### src/rtl/matriz_botoes_leitor.sv
// Button reader for the LED-matrix puzzle: synchronizes, debounces and edge-detects
// eight push-buttons, producing one toggle request per press plus move/debug outputs.
module matriz_botoes_leitor #(
  parameter int unsigned DEBOUNCE_CICLOS = 50000,
  parameter int unsigned CONT_W          = 16
) (
  input  logic       clk,
  input  logic       rst,
  input  logic [7:0] botoes_brutos,
  input  logic       habilita,
  input  logic       limpa_jogadas,
  output logic [7:0] botoes_pulso,
  output logic [7:0] botoes_estavel,
  output logic [7:0] jogadas,
  output logic [2:0] db_tecla,
  output logic       db_pulso
);

  localparam int unsigned N = 8;
  localparam logic [CONT_W-1:0] CNT_MAX = CONT_W'(DEBOUNCE_CICLOS - 1);
  localparam logic [7:0] JOGADAS_MAX = 8'hFF;

  typedef enum logic [1:0] {
    EST0   = 2'd0,
    CONTA1 = 2'd1,
    EST1   = 2'd2,
    CONTA0 = 2'd3
  } estado_t;

  logic [N-1:0] sync1_q, sync2_q;
  logic [N-1:0] aceita_c;
  logic [N-1:0] pulso_q, pulso_d;
  logic [7:0]   jogadas_q, jogadas_d;
  logic [2:0]   tecla_q, tecla_d;

  // Two-flop synchronizer on the raw asynchronous inputs
  always_ff @(posedge clk or posedge rst) begin
    if (rst) begin
      sync1_q <= '0;
      sync2_q <= '0;
    end else begin
      sync1_q <= botoes_brutos;
      sync2_q <= sync1_q;
    end
  end

  for (genvar g = 0; g < N; g++) begin : g_debounce
    estado_t           estado_q, estado_d;
    logic [CONT_W-1:0] cnt_q, cnt_d;
    logic              est_q, est_d;
    logic              aceita_d;

    always_ff @(posedge clk or posedge rst) begin
      if (rst) begin
        estado_q <= EST0;
        cnt_q    <= '0;
        est_q    <= 1'b0;
      end else begin
        estado_q <= estado_d;
        cnt_q    <= cnt_d;
        est_q    <= est_d;
      end
    end

    // aceita_d flags a press accepted at this edge; releases never flag
    always_comb begin
      estado_d = estado_q;
      cnt_d    = cnt_q;
      est_d    = est_q;
      aceita_d = 1'b0;
      unique case (estado_q)
        EST0: begin
          if (sync2_q[g]) begin
            estado_d = CONTA1;
            cnt_d    = '0;
          end
        end
        CONTA1: begin
          if (!sync2_q[g]) begin
            estado_d = EST0;
            cnt_d    = '0;
          end else if (cnt_q == CNT_MAX) begin
            estado_d = EST1;
            est_d    = 1'b1;
            aceita_d = 1'b1;
          end else begin
            cnt_d = cnt_q + CONT_W'(1);
          end
        end
        EST1: begin
          if (!sync2_q[g]) begin
            estado_d = CONTA0;
            cnt_d    = '0;
          end
        end
        CONTA0: begin
          if (sync2_q[g]) begin
            estado_d = EST1;
            cnt_d    = '0;
          end else if (cnt_q == CNT_MAX) begin
            estado_d = EST0;
            est_d    = 1'b0;
          end else begin
            cnt_d = cnt_q + CONT_W'(1);
          end
        end
        default: begin
          estado_d = EST0;
          cnt_d    = '0;
        end
      endcase
    end

    assign aceita_c[g]       = aceita_d;
    assign botoes_estavel[g] = est_q;
  end

  // Pulses, move counter and last-key register
  always_comb begin
    pulso_d   = habilita ? aceita_c : '0;
    jogadas_d = jogadas_q;
    tecla_d   = tecla_q;
    if (limpa_jogadas) begin
      jogadas_d = '0;
    end else if ((pulso_q != '0) && (jogadas_q != JOGADAS_MAX)) begin
      jogadas_d = jogadas_q + 8'd1;
    end
    for (int i = N - 1; i >= 0; i--) begin
      if (pulso_q[i]) tecla_d = 3'(i);
    end
  end

  always_ff @(posedge clk or posedge rst) begin
    if (rst) begin
      pulso_q   <= '0;
      jogadas_q <= '0;
      tecla_q   <= '0;
    end else begin
      pulso_q   <= pulso_d;
      jogadas_q <= jogadas_d;
      tecla_q   <= tecla_d;
    end
  end

  assign botoes_pulso = pulso_q;
  assign jogadas      = jogadas_q;
  assign db_tecla     = tecla_q;
  assign db_pulso     = |pulso_q;

endmodule

### config.mk
export PLATFORM = sky130hd
export DESIGN_NAME = matriz_botoes_leitor
export DESIGN_NICKNAME = d
export VERILOG_FILES = /design/src/rtl/matriz_botoes_leitor.sv
export SDC_FILE = /design/constraint.sdc
export NUM_CORES = 1
export LEC_CHECK = 0
export CAP_MARGIN = 20
export CORE_MARGIN = 1
export CORE_UTILIZATION = 40
export CTS_BUF_LIST = sky130_fd_sc_hd__clkbuf_16
export CTS_CLUSTER_DIAMETER = 50
export DETAILED_ROUTE_END_ITERATION = 8
export GPL_TIMING_DRIVEN = 0
export PLACE_DENSITY = 0.61
export SLEW_MARGIN = 20
export SYNTH_ARGS = -nofsm -noshare
export SYNTH_HDL_FRONTEND = slang
export SYNTH_SLANG_ARGS = --single-unit
### constraint.sdc
create_clock -name clk -period 7.3 [get_ports clk]
set_clock_uncertainty 0.2 [all_clocks]
set_input_delay 0.73 -clock clk [delete_from_list [all_inputs] [get_ports clk]]
set_output_delay 0.73 -clock clk [all_outputs]
set_load 0.005 [all_outputs]
==> reports/summary.txt <==
CP endpoint kind: primary output
Synth Area in Compound Gates: 0.130
CP startpoint: botoes_pulso[4]
Worst R2R Path Depth: 4
Yosys reg bits: 187
max_slew headroom: 0.390
number of synthesized flops with an enable pin: 0
post-placement cell count: 1342
main combinational cell family by area after synthesis: simple AND/OR/NAND/NOR gates
CTS H-Tree Depth: 4
Routability Congestion: 0.815
fin crit share: 0.444
core region area: 23500 µm²
nets@finish: 1063
CTS tree: built
Chip Width: 157 µm
final hold vios: 0
clock-pin slew on the worst setup and hold paths: 0.07 ns
Pre-Repair DR Iteration Count: 7
Post-CTS Hold Buffers: 0
fmax: 308 MHz
CP Capture Point: db_pulso
initial antenna violation count: 0
Post-Synth XOR/XNOR Area: 0.0702
ys flop type: dfrtp_1
Starting DRT DRC Count: 482
cell row count: 56
share of layout cells above drive strength 1: 0.0635
max cap viols: 0
vias per cell: 5.60
Post-Route WL: 20300 µm
starting density of the core: 0.409
RSZ-0062 raised after global routing: no
post-CTS setup buffer count: 0
Final Power: 2.14 mW
Yosys warning count: 0
non-filler cells, final: 1374
CTS root buf: clkbuf_16
CP Data Required Time: 6.37 ns
asr flop ratio synth: 1.00
vias in the first global route: 7136
DR vias: 7692
Worst Hold Class: reg -> reg
diodes inserted: 0
Synth Area in Simple Gates: 0.259
Seq/Total Area, Yosys: 0.487
Worst setup SP type: register
worst-case clock buffer depth: 2
largest net degree at the start of global routing: 104
pwr/cell area: 194 nW/µm²
Critical Path Fanout Max: 4
Peak VDD IR: 0.000134 V
crit path kind: reg -> out
Overall Global Routing Usage: 0.174
LEAKAGE: 4.39 nW
grt ovf: 0
first-pass GRT wire length: 34600 µm
Wirelength per Cell: 14.8 µm
Worst Tran Pin Value: 0.908 ns
# DRC: 0
syn_nets: 1005
Final Util: 0.470
post-route ant nets: 0
setup TNS: 0 ns
Num Clock Sinks: 187
Post-Synth Adder-Cell Area: 0.0117
Chip Height: 157 µm
Mapped Cells: 984
Ports: 40
crit path DAT: 2.31 ns
total CTS buffers: 17
Area growth syn-to-layout: 14.9%
synth unique cells: 68
Tmin final: 3.24 ns
Critical R2R Capture: g_debounce[6].cnt_q[13]
cts repair resizes: 0
HPWL Detailed: 13900 µm
R2R Setup Slk: 4.90 ns
Synth Cell Area: 9600 µm²
multiplexer share of the synthesized area: 0.0121
Fillers: 2246
setup violators final: 0
Slew Viols, Final: 0
Mean Syn Cell Area: 9.76 µm²
I/O Buffers: 38
status: complete, no violations
die area: 24600 µm²
Worst-Skew Late Latency: 0.43 ns
## cell families after synthesis
logic type | count (synthesis)
adders and majority gates | 9
muxes | 11
xor gates and xnor gates | 77
AOI/OAI and AO/OA | 190
buffers and inverters | 66
DFF | 187
and+or+nand+nor | 444
## sequential cells by signal, summed over array words and instances, names as in the netlist, named ones only
register,cells
jogadas,8
botoes_pulso,8
g_debounce.cnt_q,128
sync1_q,8
g_debounce.est_q,8
sync2_q,8
g_debounce.estado_q,8
db_tecla,3
## worst min-delay path by stage
stage / start / endpoint / cells past startpoint
finish: sync1_q[6] / sync2_q[6] / 0
global route: sync1_q[6] / sync2_q[6] / 0
CTS: sync1_q[6] / sync2_q[6] / 0
detailed placement: sync1_q[3] / sync2_q[3] / 0
global placement: sync1_q[4] / sync2_q[4] / 0
floorplan: sync1_q[0] / sync2_q[0] / 0
## layer usage
metal  vias up  track usage  part of all wire
met3        18       0.0377             0.033
met4         0       0.0420            0.0096
met5         -            0                 0
met1      3753        0.243              0.49
li1       3802            -                 -
met2       119        0.274              0.46
## metrics by stage
stage | worst slack (ns) | hold slack, ns | instance area (µm²)
global placement | -1.34 | 0.134 | 10400
CTS | 4.03 | 0.150 | 11000
finish | 4.06 | 0.147 | 11000
global route | 3.97 | 0.156 | 11000
detailed placement | 4.50 | 0.135 | 10400
floorplan | 1.28 | 0.131 | 9600
## power breakdown
part	internal, mW	switching, mW	leakage, nW
Sequential	1.05	0.0174	2.54
Combinational	0.0328	0.0725	1.55
Clock	0.547	0.424	0.297
## synthesized netlist by cell type (5+ instances only)
cell type / count / area (µm²)
nand4_1: 46 / 288
nand2_1: 83 / 312
clkbuf_1: 21 / 78.8
o22ai_1: 26 / 163
a31oi_1: 6 / 37.5
o21ai_0: 35 / 175
and3_1: 18 / 113
nor3b_1: 9 / 67.6
and2_1: 7 / 43.8
nor4_1: 25 / 156
dfrtp_1: 187 / 4680
a21oi_1: 49 / 245
or4_1: 24 / 180
nor3_1: 24 / 120
xnor2_1: 48 / 420
xor2_1: 29 / 254
ha_1: 9 / 113
o211ai_1: 8 / 60.1
nor2_1: 71 / 267
nor4b_1: 8 / 70.1
inv_1: 30 / 113
mux2_2: 5 / 56.3
buf_4: 8 / 60.1
mux2i_1: 6 / 60.1
and4_1: 19 / 166
or3_1: 17 / 106
nand3_1: 56 / 280
or2_2: 6 / 37.5
o31ai_1: 16 / 120
## critical path, cell delays in order, from the launching register on
cell	delay, ns
dfrtp_1	0.44
or4_1	0.65
or2_2	0.35
clkdlybuf4s50_1	0.45
## layout by cell type (no fill, tap or decap), types with 21 or more instances in the layout
master,Yosys,layout
xor2_1,29,29
nor2_1,71,71
inv_1,30,29
a21oi_1,49,49
nand3_1,56,56
or4_1,24,24
nor3_1,24,24
nor4_1,25,25
nand2_1,83,83
o22ai_1,26,26
xnor2_1,48,48
clkbuf_1,21,21
o21ai_0,35,35
nand4_1,46,46
clkdlybuf4s50_1,0,38
dfrtp_1,187,187
## cell type report
cell class	instances	area (µm²)	area share
Multi-Input combinational cell	731	4640	0.420
Clock buffer	17	425	0.0386
Buffer	36	173	0.0157
Sequential cell	187	4680	0.424
Tap cell	319	399	0.0362
Clock inverter	15	189	0.0171
Timing Repair Buffer	39	408	0.0370
Inverter	30	120	0.0109
No activity file was read; power rests on OpenSTA's default activity.
==> RTL edit: new RTL, config.mk and constraints unchanged <==
Make the reset (`rst`) synchronous in 3 clocked blocks. Comments in the files are not updated.
--- a/src/rtl/matriz_botoes_leitor.sv
+++ b/src/rtl/matriz_botoes_leitor.sv
@@ -34,7 +34,7 @@
   logic [2:0]   tecla_q, tecla_d;
 
   // Two-flop synchronizer on the raw asynchronous inputs
-  always_ff @(posedge clk or posedge rst) begin
+  always_ff @(posedge clk) begin
     if (rst) begin
       sync1_q <= '0;
       sync2_q <= '0;
@@ -50,7 +50,7 @@
     logic              est_q, est_d;
     logic              aceita_d;
 
-    always_ff @(posedge clk or posedge rst) begin
+    always_ff @(posedge clk) begin
       if (rst) begin
         estado_q <= EST0;
         cnt_q    <= '0;
@@ -130,7 +130,7 @@
     end
   end
 
-  always_ff @(posedge clk or posedge rst) begin
+  always_ff @(posedge clk) begin
     if (rst) begin
       pulso_q   <= '0;
       jogadas_q <= '0;
Check against the original RTL: no difference found for any inputs over 4 cycles, from zero or initial values and one cycle with rst high; that may be too few to reach the edited logic, so the function may still have changed.
==> RTL edit against the unedited design <==
Setup slack got worse by 0.23 ns. Wire length rose by 19%. Design area down 0.86%. Via count up 13%. Core utilization is 0.73 points higher. Clock power grew 8%. Area after synthesis decreased by 1.2%. Maximum frequency fell by 6.5%. Total power grew 3.2%. Sequential cell count did not move. Largest power group unchanged.
==> RTL edit: results (changes against the unedited design) <==
clock group share of total power=47.5% (+2.2 points); nonclk inv count=41 (+37%); layout cell share with drive strength beyond 1=5.63% (-0.72 points); Multi-input gate area=5290 µm² (+14%); Synth top cells by count=dfxtp_1 (187), nand2_1 (86), a21oi_1 (72), nand3_1 (72), o21ai_0 (57); fin nets=1198 (+13%); critical path fanouts, max=10 (+6); port bufs=39 (+2.6%); worst vdd ir=0.000127 V (-5.2%); hold_sp=sync1_q[7]$_SDFF_PP0_; register area share after synthesis=39.5% (-9.3 points); bufs w/o clock=104 (+39%); via count=8712 (+13%); first-pass GRT wire length=39.1 mm (+13%); Clock Power=1050 µW (+8%); Hold Path Sink=sync2_q[7]$_SDFF_PP0_; outcome=finished clean; crit-path max cell delay=0.57 ns (-0.08 ns); fillers=2223 (-1.0%); register area=3740 µm² (-20%); Inst Count DP=1471 (+9.6%); 1st-iter DRT viols=576 (+20%); reg-to-reg endpoint=g_debounce[3].est_q$_SDFFE_PP0P_; Syn Area/Cell=8.48 µm² (-13%); internal power=1720 µW (+5.8%)
==> RTL edit: cell count changes in the layout (fill, tap and decap cells not counted), sizes merged, moves of 16 or more <==
| cell | change |
|---|---|
| a21oi | +23 |
| xnor2 | -18 |
| or4 | +16 |
| nand3 | +16 |
| o21ai | +23 |
| or3 | +18 |
| dfrtp | -187 |
| a31oi | +21 |
| o211ai | +17 |
| clkbuf | +22 |
| o22ai | -25 |
| dfxtp | +187 |
==> RTL edit: kinds of logic after synthesis <==
| logic type | after synthesis | synth area share (%) |
|---|---|---|
| DFF | 187 | 39.5 |
| adders and majority gates | 9 | 1.19 |
| muxes | 7 | 0.739 |
| buffers and inverters | 106 | 4.73 |
| AOI/OAI and AO/OA | 250 | 16.7 |
| and+or+nand+nor | 506 | 31.3 |
| xor gates and xnor gates | 54 | 5.94 |
==> RTL edit: critical path: cells and delay by family, from the launching register on <==
family,cells,cell delay [ns]
buf+inv,3,0.76
flops,1,0.39
simple gates,2,0.95
